**config.mk**
```make
export PLATFORM = sky130hd
export DESIGN_NAME = alu_core
export DESIGN_NICKNAME = d
export VERILOG_FILES = /design/src/rtl/alu_core.sv
export SDC_FILE = /design/constraint.sdc
export NUM_CORES = 1
export LEC_CHECK = 0
export BUFFER_PORTS_ARGS = -buffer_cell sky130_fd_sc_hd__buf_4
export CORE_UTILIZATION = 34
export CTS_CLUSTER_DIAMETER = 100
export DETAILED_ROUTE_END_ITERATION = 6
export GPL_ROUTABILITY_DRIVEN = 0
export RECOVER_POWER = 25
export SYNTH_ARGS = -nofsm -noshare
export SYNTH_HDL_FRONTEND = slang
export SYNTH_SLANG_ARGS = --single-unit
```
**constraint.sdc**
```tcl
create_clock -name i_clk -period 8.4 [get_ports i_clk]
set_input_delay 1.68 -clock i_clk [delete_from_list [all_inputs] [get_ports i_clk]]
set_output_delay 1.68 -clock i_clk [all_outputs]
set_load 0.02 [all_outputs]
```
**src/rtl/alu_core.sv**
```systemverilog
// Integer ALU with registered flag copy; ALU_SHIFT_EN adds SLL/SRL/SRA on codes 1000-1010.
// Result/flags are zero-latency combinational; o_flags updates one edge after i_flag_we, no backpressure.
module alu_core #(
    parameter int DATA_WIDTH = 32
) (
    input  logic                  i_clk,
    input  logic                  i_rst,
    input  logic [DATA_WIDTH-1:0] i_a,
    input  logic [DATA_WIDTH-1:0] i_b,
    input  logic [3:0]            i_aluctr,
    input  logic                  i_flag_we,
    output logic [DATA_WIDTH-1:0] o_result,
    output logic                  o_cf,
    output logic                  o_zf,
    output logic                  o_of,
    output logic                  o_sf,
    output logic [3:0]            o_flags
);

    localparam int MSB = DATA_WIDTH - 1;

    typedef enum logic [3:0] {
        OP_ADD  = 4'b0000,
        OP_SUB  = 4'b0001,
        OP_AND  = 4'b0010,
        OP_OR   = 4'b0011,
        OP_XOR  = 4'b0100,
        OP_SLT  = 4'b0101,
        OP_SLTU = 4'b0110,
        OP_NOR  = 4'b0111,
        OP_SLL  = 4'b1000,
        OP_SRL  = 4'b1001,
        OP_SRA  = 4'b1010
    } aluop_t;

    typedef struct packed {
        logic of;
        logic sf;
        logic zf;
        logic cf;
    } flags_t;

    logic                  w_sub;
    logic [DATA_WIDTH-1:0] w_b_op;
    logic [DATA_WIDTH:0]   w_sum_ext;
    logic [DATA_WIDTH-1:0] w_sum;
    logic                  w_cout;
    logic                  w_add_of;
    logic                  w_slt;
    logic                  w_sltu;
    logic [DATA_WIDTH-1:0] w_result;
    logic                  w_cf;
    logic                  w_of;
    flags_t                w_flags;
    flags_t                r_flags;

    // One shared adder: subtraction is a + ~b + 1, so carry-out is the inverse of borrow.
    assign w_sub     = (i_aluctr == OP_SUB);
    assign w_b_op    = w_sub ? ~i_b : i_b;
    assign w_sum_ext = {1'b0, i_a} + {1'b0, w_b_op} + {{DATA_WIDTH{1'b0}}, w_sub};
    assign w_sum     = w_sum_ext[DATA_WIDTH-1:0];
    assign w_cout    = w_sum_ext[DATA_WIDTH];
    assign w_add_of  = (i_a[MSB] == w_b_op[MSB]) && (w_sum[MSB] != i_a[MSB]);

    assign w_slt  = ($signed(i_a) < $signed(i_b));
    assign w_sltu = (i_a < i_b);

`ifdef ALU_SHIFT_EN
    localparam int SHW = (DATA_WIDTH > 1) ? $clog2(DATA_WIDTH) : 1;

    logic [SHW-1:0]        w_shamt;
    logic [DATA_WIDTH-1:0] w_sll;
    logic [DATA_WIDTH-1:0] w_srl;
    logic [DATA_WIDTH-1:0] w_sra;

    assign w_shamt = i_b[SHW-1:0];
    assign w_sll   = i_a << w_shamt;
    assign w_srl   = i_a >> w_shamt;
    assign w_sra   = $unsigned($signed(i_a) >>> w_shamt);
`endif

    always_comb begin
        w_result = '0;
        w_cf     = 1'b0;
        w_of     = 1'b0;
        case (i_aluctr)
            OP_ADD: begin
                w_result = w_sum;
                w_cf     = w_cout;
                w_of     = w_add_of;
            end
            OP_SUB: begin
                w_result = w_sum;
                w_cf     = ~w_cout;
                w_of     = w_add_of;
            end
            OP_AND:  w_result = i_a & i_b;
            OP_OR:   w_result = i_a | i_b;
            OP_XOR:  w_result = i_a ^ i_b;
            OP_SLT:  w_result = {{(DATA_WIDTH-1){1'b0}}, w_slt};
            OP_SLTU: w_result = {{(DATA_WIDTH-1){1'b0}}, w_sltu};
            OP_NOR:  w_result = ~(i_a | i_b);
`ifdef ALU_SHIFT_EN
            OP_SLL:  w_result = w_sll;
            OP_SRL:  w_result = w_srl;
            OP_SRA:  w_result = w_sra;
`endif
            default: w_result = '0;
        endcase
    end

    assign w_flags.of = w_of;
    assign w_flags.sf = w_result[MSB];
    assign w_flags.zf = (w_result == '0);
    assign w_flags.cf = w_cf;

    assign o_result = w_result;
    assign o_cf     = w_flags.cf;
    assign o_zf     = w_flags.zf;
    assign o_of     = w_flags.of;
    assign o_sf     = w_flags.sf;

    always_ff @(posedge i_clk) begin
        if (i_rst) begin
            r_flags <= '0;
        end else if (i_flag_we) begin
            r_flags <= w_flags;
        end
    end

    assign o_flags = r_flags;

endmodule

```
==> flow_metrics.tcl, run 1 <==
set metrics [dict create \
    cts_setup_buffers 0 \
    p_int_uw 251.1 \
    syn-num-nets 920 \
    p_per_area_nw_per_um2 80.64 \
    boundaryPins 111 \
    largest_reg_flops 4 \
    core_sq_um 14700 \
    globalRouteMet1Util 0.2891 \
    clock_path_buffers 2 \
    grt-ovfl-total 0 \
    multi_input_area_sq_um 4684 \
    rows 44 \
    ir_drop_mv 0.06696 \
    area_growth_pct 20.45 \
    p_leak_nw 3.208 \
    rsz0062_at_grt "false" \
    hold_buffers 0 \
    cts.sinks 4 \
    numCtsBuffers 3 \
    power_frac_clock 0.144 \
    final_nets 1010 \
    ys_ff_latch 4 \
    clk_pin_slew_worst_paths_ns 0.03 \
    num_antenna_cells 0 \
    hold_viol 0 \
    end_kind "primary output" \
    via_per_inst 5.465 \
    wl_mm 16.58 \
    synth-async-reset-ratio 0 \
    antenna_found_initial 0 \
    crit_type "input pin to primary output" \
    synth_warnings 0 \
    fin_crit_sh 0.9584 \
    path_max_fanout 27 \
    switching_share 0.5023 \
    slew_viol_final 0 \
    seq_area_frac_synth 0.01541 \
    gr-max-usage-layer "met2" \
    drive_gt1_frac 0.1599 \
    crit_path_start_kind "input pin" \
    die_width_um 125.6 \
    num_vias 5416 \
    postRouteAntennaNets 0 \
    p_seq_frac 0.039 \
    yosys_most_used_dff "dfxtp_1" \
    netlist_instances 719 \
    tightest_slew_ns 0.8324 \
    wl_per_cell_um 16.73 \
    drc 9 \
    initial_core_util 0.3534 \
    synth_edf_count 0 \
    htreeDepth 1 \
    fin_tns_setup_ns 0 \
    nFillCells 1550 \
    cts_tree "done" \
    cp.required_ns 6.72 \
    grtUsageMet2 0.3533 \
    gr-usage-all-layers 0.2073 \
    grt_max_degree 28 \
    grt.met3_usage 0.01487 \
    synth_cell_types 73 \
    fmax_mhz 124.2 \
    die_area_sq_um 15780 \
    p_switching_uw 253.4 \
    hp-class "flip-flop to flip-flop" \
    place_hpwl_mm 13.55 \
    syn_avg_cell_area_sq_um 7.225 \
    maxSlewHeadroom 0.4439 \
    register_area_sq_um 80.08 \
    portBuffers 110 \
    fin_hold_ws_ns 0.4868 \
    die_h_um 125.6 \
    dr.pass1.iters 7 \
    fin_worst_skew_ns 0 \
    worstPathArrival_ns 6.37 \
    grt_pass1_vias 5319 \
    clock_latency_ns 0.22 \
    setup_viol 0 \
    netlist_area_sq_um 5195 \
    status "finished, violations left" \
    max_cap_violations 0 \
    violations "DRC" \
    drtIter0Drc 329 \
    power_frac_comb 0.817 \
    min_period_ns 8.050 \
    cts_root_buffer "clkbuf_16" \
    grt_pass1_wl_mm 27.06 \
    postCtsResizedCells 0 \
]
[cells in the mapped netlist, types with 4 or more instances]
master | number | area (sq um)
ha_1 | 129 | 1614
inv_1 | 88 | 330.3
nand2_1 | 54 | 202.7
a21oi_1 | 50 | 250.2
o21ai_0 | 50 | 250.2
xnor2_1 | 43 | 376.6
nor2_1 | 40 | 150.1
a21o_1 | 23 | 172.7
clkbuf_1 | 16 | 60.06
xor2_1 | 16 | 140.1
a221o_1 | 14 | 140.1
a221oi_1 | 12 | 105.1
nand4_1 | 10 | 62.56
a22o_1 | 9 | 78.83
buf_2 | 9 | 45.04
nand3_1 | 9 | 45.04
nor3_1 | 9 | 45.04
o21bai_1 | 7 | 52.55
or4_1 | 7 | 52.55
a22oi_1 | 6 | 45.04
nor2b_1 | 6 | 37.54
a211oi_1 | 5 | 37.54
a31oi_1 | 5 | 31.28
buf_1 | 5 | 18.77
nor4_1 | 5 | 31.28
nor4b_1 | 5 | 43.79
o22ai_1 | 5 | 31.28
o31ai_1 | 5 | 37.54
or3_1 | 5 | 31.28
dfxtp_1 | 4 | 80.08
o2111ai_1 | 4 | 35.03
o211ai_1 | 4 | 30.03
[layout make-up]
| cell class | instances | share of cell area |
|---|---|---|
| inverter | 88 | 0.05279 |
| tap | 184 | 0.03679 |
| clock buffer | 3 | 0.01200 |
| sequential | 4 | 0.01280 |
| multi-input combinational | 596 | 0.7486 |
| timing repair buffer | 116 | 0.1370 |
[layer usage]
layer / part of all wire / vias to the layer above
met1: 0.49 / 2482
li1: - / 2774
met5: 0 / -
met4: 0.013 / 0
met2: 0.45 / 147
met3: 0.044 / 13
[critical path: stages]
cell     delay, ns
buf_4         0.19
nor3_4        0.22
nand2_2       0.17
buf_12        0.23
xnor2_1       0.14
ha_1          0.36
a21o_1        0.21
a31o_1        0.22
a21oi_1       0.32
or4_1         0.18
nand3_1       0.07
or4_1         0.56
nor4_1        0.33
nand4_1       0.15
or4_1         0.47
or4_4         0.57
nor3_2        0.12
buf_4         0.16
[final timing paths]
| check | start | to | slack (ns) | depth (start not counted) |
|---|---|---|---|---|
| min reg2reg | o_flags[2] | o_flags[2] | 0.49 | 2 |
| max reg2reg | o_flags[0] | o_flags[0] | 7.65 | 2 |
| min | o_flags[2] | o_flags[2] | 0.49 | 2 |
| max | i_aluctr[2] | o_zf | 0.35 | 18 |
[cell families after synthesis]
group                    Yosys count  synth area share
multiplexers                       1          0.001927
adder cells (fa/ha/maj)          130            0.3145
XOR/XNOR                          59           0.09947
AND/OR/NAND/NOR                  174            0.1715
flip-flops                         4           0.01541
buffers and inverters            119           0.08887
AO/OA/AOI/OAI                    232            0.3083
[metrics by stage]
stage / std cells / setup WS (ns) / area, sq um / utilization / power [mW]
2_1_floorplan: 719 / 0.06151 / 5207 / - / 0.2927
3_3_place_gp: 988 / 0.4656 / 6208 / 0.4224 / 0.4290
3_5_place_dp: 988 / 0.3859 / 6208 / 0.4224 / 0.4292
4_1_cts: 991 / 0.3594 / 6284 / 0.4275 / 0.5050
5_1_grt: 991 / 0.05485 / 6257 / 0.4257 / 0.5507
6_report: 991 / 0.3496 / 6257 / 0.4257 / 0.5046
[power by group through the flow]
stage               clock, mW  sequential [mW]  combinational, mW
finish                 0.0726           0.0199              0.412
global route           0.0756           0.0200              0.455
CTS                    0.0734           0.0199              0.412
detailed placement          0           0.0202              0.409
global placement            0           0.0201              0.409
floorplan                   0           0.0208              0.272
[placed cells by master (no fill, tap or decap), types with 4 or more instances in the layout]
cell	instances
nor2b_1	6
nor2_1	40
nor3_1	7
o22ai_1	5
o2111ai_1	4
nand3_1	9
nand2_1	53
xnor2_1	43
buf_4	108
dfxtp_1	4
a21o_1	23
nor4_1	5
a31oi_1	5
a22o_1	9
or3_1	5
a21oi_1	50
inv_1	88
xor2_1	16
o31ai_1	5
a221o_1	14
clkbuf_1	7
a211oi_1	5
nand4_1	10
ha_1	129
o211ai_1	4
a22oi_1	6
o21ai_0	50
or4_1	7
o21bai_1	7
a221oi_1	12
No activity file was read; power rests on OpenSTA's default activity.
==> run 2: changes to the inputs <==
--- a/config.mk
+++ b/config.mk
@@ -10,7 +10,7 @@
 export CTS_CLUSTER_DIAMETER = 100
 export DETAILED_ROUTE_END_ITERATION = 6
 export GPL_ROUTABILITY_DRIVEN = 0
-export RECOVER_POWER = 25
+export PLACE_DENSITY = 0.66
 export SYNTH_ARGS = -nofsm -noshare
 export SYNTH_HDL_FRONTEND = slang
 export SYNTH_SLANG_ARGS = --single-unit
==> run 2 against run 1 <==
  * Fmax grew 1.3%
  * Critical path type unchanged
  * Largest power group unchanged
  * Die area unchanged
  * Design area increased by 0.36%
  * The run still ends with DRC left
==> flow_metrics.tcl, run 2 (synthesis results as in run 1) <==
set metrics [dict create \
    clk_pin_slew_worst_paths_ns 0.03 \
    cts.sinks 4 \
    numCtsBuffers 3 \
    cp.required_ns 6.72 \
    die_area_sq_um 15780 \
    grt_pass1_vias 5338 \
    cts_root_buffer "clkbuf_16" \
    grt_max_degree 25 \
    final_common_cell "ha_1" \
    initial_core_util 0.3534 \
    rows 44 \
    setup_viol 0 \
    dr.pass1.iters 7 \
    fin_crit_sh 0.9465 \
    rsz0062_at_grt "false" \
    ir_drop_mv 0.04908 \
    final_nets 1012 \
    clock_path_buffers 2 \
    fmax_mhz 125.8 \
    num_vias 5521 \
    hp-class "flip-flop to flip-flop" \
    die_h_um 125.6 \
    crit_type "input pin to primary output" \
    end_kind "primary output" \
    violations "DRC" \
    worstPathArrival_ns 6.27 \
    grt-ovfl-total 0 \
    area_growth_pct 20.88 \
    postCtsResizedCells 0 \
    antenna_found_initial 0 \
    core_sq_um 14700 \
    largest_reg_flops 4 \
    hold_buffers 0 \
    tightest_slew_ns 0.9494 \
    register_area_sq_um 80.08 \
    crit_path_start_kind "input pin" \
    grt_pass1_wl_mm 27.18 \
    postRouteAntennaNets 0 \
    max_cap_violations 0 \
    cts_tree "done" \
    multi_input_area_sq_um 4678 \
    drive_gt1_frac 0.1706 \
    htreeDepth 1 \
    portBuffers 110 \
    fin_tns_setup_ns 0 \
    slew_viol_final 0 \
    status "finished, violations left" \
    maxSlewHeadroom 0.3654 \
    final_cell_mix "ha_1, buf_4, inv_1, nand2_1" \
    p_leak_nw 3.239 \
    num_antenna_cells 0 \
    drc 10 \
    min_period_ns 7.951 \
    place_hpwl_mm 13.65 \
    hold_viol 0 \
    path_max_fanout 18 \
    boundaryPins 111 \
    die_width_um 125.6 \
    gr-usage-all-layers 0.2090 \
    nFillCells 1507 \
    fin_worst_skew_ns 0 \
    placed_area_sq_um 6205 \
    cts_setup_buffers 0 \
    wl_per_cell_um 16.61 \
    p_per_area_nw_per_um2 80.18 \
    via_per_inst 5.560 \
    final_area_sq_um 6280 \
    drtIter0Drc 281 \
    clock_latency_ns 0.22 \
    wl_mm 16.49 \
]
==> run 2: changes by cell type in the layout (fill, tap and decap cells not counted) <==
cell | previous run | this run
buf_4 | 108 | 118
clkbuf_1 | 7 | 0
buf_12 | 1 | 0
nor3_2 | 2 | 3
nor3_4 | 1 | 0
or2_0 | 1 | 0
or2_1 | 0 | 1
==> run 2: per-layer routing <==
metal,vias to the layer above,wire (um),GRT usage
li1,2769,-,-
met1,2549,7651,0.2853
met2,184,7538,0.3526
met3,19,1010,0.02039
met4,0,291,0.04878
met5,-,0,0
==> run 2: path summary, 6_finish.rpt <==
| path | endpoint | slack [ns] | start | depth (start not counted) |
|---|---|---|---|---|
| max | o_zf | 0.45 | i_aluctr[3] | 18 |
| min | o_flags[3] | 0.49 | o_flags[3] | 2 |
| max reg2reg | o_flags[0] | 7.64 | o_flags[0] | 2 |
| min reg2reg | o_flags[3] | 0.49 | o_flags[3] | 2 |
==> run 2: stage by stage <==
step	hold WS, ns	setup slack (ns)	util	std cells	power, mW
global route	0.5078	0.01432	0.4272	993	0.5509
global placement	0.4769	0.4980	0.4221	990	0.4242
detailed placement	0.4803	0.4324	0.4221	990	0.4255
CTS	0.4890	0.4311	0.4272	993	0.5015
floorplan	0.5514	0.06151	-	719	0.2927
finish	0.4872	0.4494	0.4272	993	0.5035
==> run 2: final cells by class <==
class / count / area share
sequential: 4 / 0.01275
timing repair buffer: 118 / 0.1411
multi-input combinational: 596 / 0.7450
inverter: 88 / 0.05260
clock buffer: 3 / 0.01195
tap: 184 / 0.03666
==> run 2: power breakdown <==
| part | internal (mW) | leakage, nW | total (mW) | switching (mW) |
|---|---|---|---|---|
| Combinational | 0.172 | 3.17 | 0.411 | 0.239 |
| Clock | 0.0607 | 0.0370 | 0.0726 | 0.0120 |
| Sequential | 0.0197 | 0.0325 | 0.0199 | 0.000244 |
| Total | 0.253 | 3.24 | 0.504 | 0.251 |
==> run 2: worst max-delay path, stage by stage <==
cell	delay, ns
buf_4	0.18
nor3_2	0.21
nand2_2	0.10
buf_4	0.25
xnor2_1	0.16
ha_1	0.36
a21o_1	0.23
a31o_1	0.27
a21oi_1	0.26
or4_1	0.16
nand3_1	0.07
or4_1	0.57
nor4_1	0.29
nand4_1	0.17
or4_1	0.46
or4_4	0.57
nor3_2	0.12
buf_4	0.16
==> run 3: changes to the inputs <==
--- a/config.mk
+++ b/config.mk
@@ -7,10 +7,10 @@
 export LEC_CHECK = 0
 export BUFFER_PORTS_ARGS = -buffer_cell sky130_fd_sc_hd__buf_4
 export CORE_UTILIZATION = 34
+export CTS_BUF_LIST = sky130_fd_sc_hd__clkbuf_8 sky130_fd_sc_hd__clkbuf_16
 export CTS_CLUSTER_DIAMETER = 100
 export DETAILED_ROUTE_END_ITERATION = 6
 export GPL_ROUTABILITY_DRIVEN = 0
-export PLACE_DENSITY = 0.66
 export SYNTH_ARGS = -nofsm -noshare
 export SYNTH_HDL_FRONTEND = slang
 export SYNTH_SLANG_ARGS = --single-unit
==> run 3 against run 2 <==
  * The run still ends with DRC left
  * Count of clock-buffer cells in the layout unchanged
  * Design area about the same
  * Clock skew unchanged
  * Sequential share of layout area about the same
  * Critical path type unchanged
==> flow_metrics.tcl, run 3 (synthesis results as in run 1) <==
set metrics [dict create \
    status "finished, violations left" \
    violations "DRC" \
    final_area_sq_um 6284 \
    r2r-start "o_flags[0]" \
    grt_pass1_wl_mm 27.06 \
    max_stage_delay_ns 0.57 \
    drive_gt1_frac 0.1685 \
    tightest_slew_ns 0.8252 \
    fin_worst_skew_ns 0 \
    multi_input_area_sq_um 4684 \
    nFillCells 1546 \
    p_leak_nw 3.239 \
    cts.sinks 4 \
    clk_pin_slew_worst_paths_ns 0.03 \
    rsz0062_at_grt "false" \
    clock_latency_ns 0.22 \
    place_hpwl_mm 13.55 \
    clock_path_buffers 2 \
    path_max_fanout 27 \
    htreeDepth 1 \
    final_common_cell "ha_1" \
    slew_viol_final 0 \
    grt_max_degree 28 \
    p_per_area_nw_per_um2 80.57 \
    critPathSlowestCell "or4_4" \
    dr.pass1.iters 6 \
    gr-usage-all-layers 0.2073 \
    numCtsBuffers 3 \
    dp_cells 988 \
    startpoint "i_aluctr[2]" \
    fin_crit_sh 0.9580 \
    maxSlewHeadroom 0.4488 \
    cp.required_ns 6.72 \
    die_area_sq_um 15780 \
    final_cell_mix "ha_1, buf_4, inv_1, nand2_1" \
    hold_buffers 0 \
    grt_pass1_vias 5319 \
    grt-ovfl-total 0 \
    fmax_mhz 124.3 \
    drtIter0Drc 329 \
    portBuffers 110 \
    crit_path_frequent_cell "or4_1" \
    via_per_inst 5.466 \
    hp-class "flip-flop to flip-flop" \
    end_kind "primary output" \
    min_period_ns 8.048 \
    crit_path_start_kind "input pin" \
    worstPathArrival_ns 6.37 \
    die_width_um 125.6 \
    crit_chain "buf_4, nor3_4, nand2_2, buf_12, xnor2_1, ha_1, a21o_1, a31o_1, a21oi_1, or4_1, nand3_1, or4_1, nor4_1, nand4_1, or4_1, or4_4, nor3_2, buf_4" \
    crit_family "simple AND/OR/NAND/NOR gates" \
    wl_per_cell_um 16.72 \
    setup_viol 0 \
    drc 9 \
    final_nets 1010 \
    register_area_sq_um 80.08 \
    crit_type "input pin to primary output" \
    antenna_found_initial 0 \
    postCtsResizedCells 0 \
    postRouteAntennaNets 0 \
    die_h_um 125.6 \
    fin_cells 991 \
    cts_root_buffer "clkbuf_16" \
    num_vias 5417 \
    worstHoldStart "o_flags[2]" \
    initial_core_util 0.3534 \
    rrSetupSlack_ns 7.65 \
    wl_mm 16.57 \
    ir_drop_mv 0.06694 \
    placed_area_sq_um 6208 \
    max_cap_violations 0 \
    num_antenna_cells 0 \
    area_growth_pct 20.95 \
    rows 44 \
    critPathBufInv 3 \
    cts_tree "done" \
    fin_hold_ws_ns 0.4894 \
    largest_reg_flops 4 \
    hold_viol 0 \
    boundaryPins 111 \
    cts_setup_buffers 0 \
    core_sq_um 14700 \
    fin_tns_setup_ns 0 \
]
-- run 3: worst paths after layout --
kind | end | cells past startpoint
worst min register to register | o_flags[2] | 2
worst max-delay path | o_zf | 18
worst min-delay path | o_flags[2] | 2
worst max register to register | o_flags[0] | 2
-- run 3: worst min-delay path: cells and delay by family, from the launching register on --
kind             cells  cell delay [ns]
AO/OA/AOI/OAI        1             0.05
flip-flops           1             0.30
AND/OR/NAND/NOR      1             0.08
-- run 3: area by class of cell --
| type | instances | share of cell area |
|---|---|---|
| inverter | 88 | 0.05257 |
| sequential | 4 | 0.01274 |
| timing repair buffer | 116 | 0.1406 |
| multi-input combinational | 596 | 0.7455 |
| clock buffer | 3 | 0.01195 |
| tap | 184 | 0.03664 |
-- run 3: per-stage QoR --
step	setup slack [ns]	util	total power, mW
floorplan	0.06151	-	0.2927
global placement	0.4656	0.4224	0.4290
detailed placement	0.3859	0.4224	0.4292
CTS	0.3594	0.4275	0.5050
global route	0.05485	0.4275	0.5522
finish	0.3524	0.4275	0.5063
-- run 3: metal layers --
metal	wire length (um)	global-route usage	up-vias
met5	0	0	-
met4	216	0.03300	0
met3	752	0.01487	13
met2	7445	0.3533	149
met1	8150	0.2891	2480
li1	-	-	2775
-- run 3: power by group --
| group | internal [mW] | switching [mW] |
|---|---|---|
| Clock | 0.0607 | 0.0122 |
| Sequential | 0.0197 | 0.000264 |
| Combinational | 0.172 | 0.241 |
| Total | 0.253 | 0.254 |
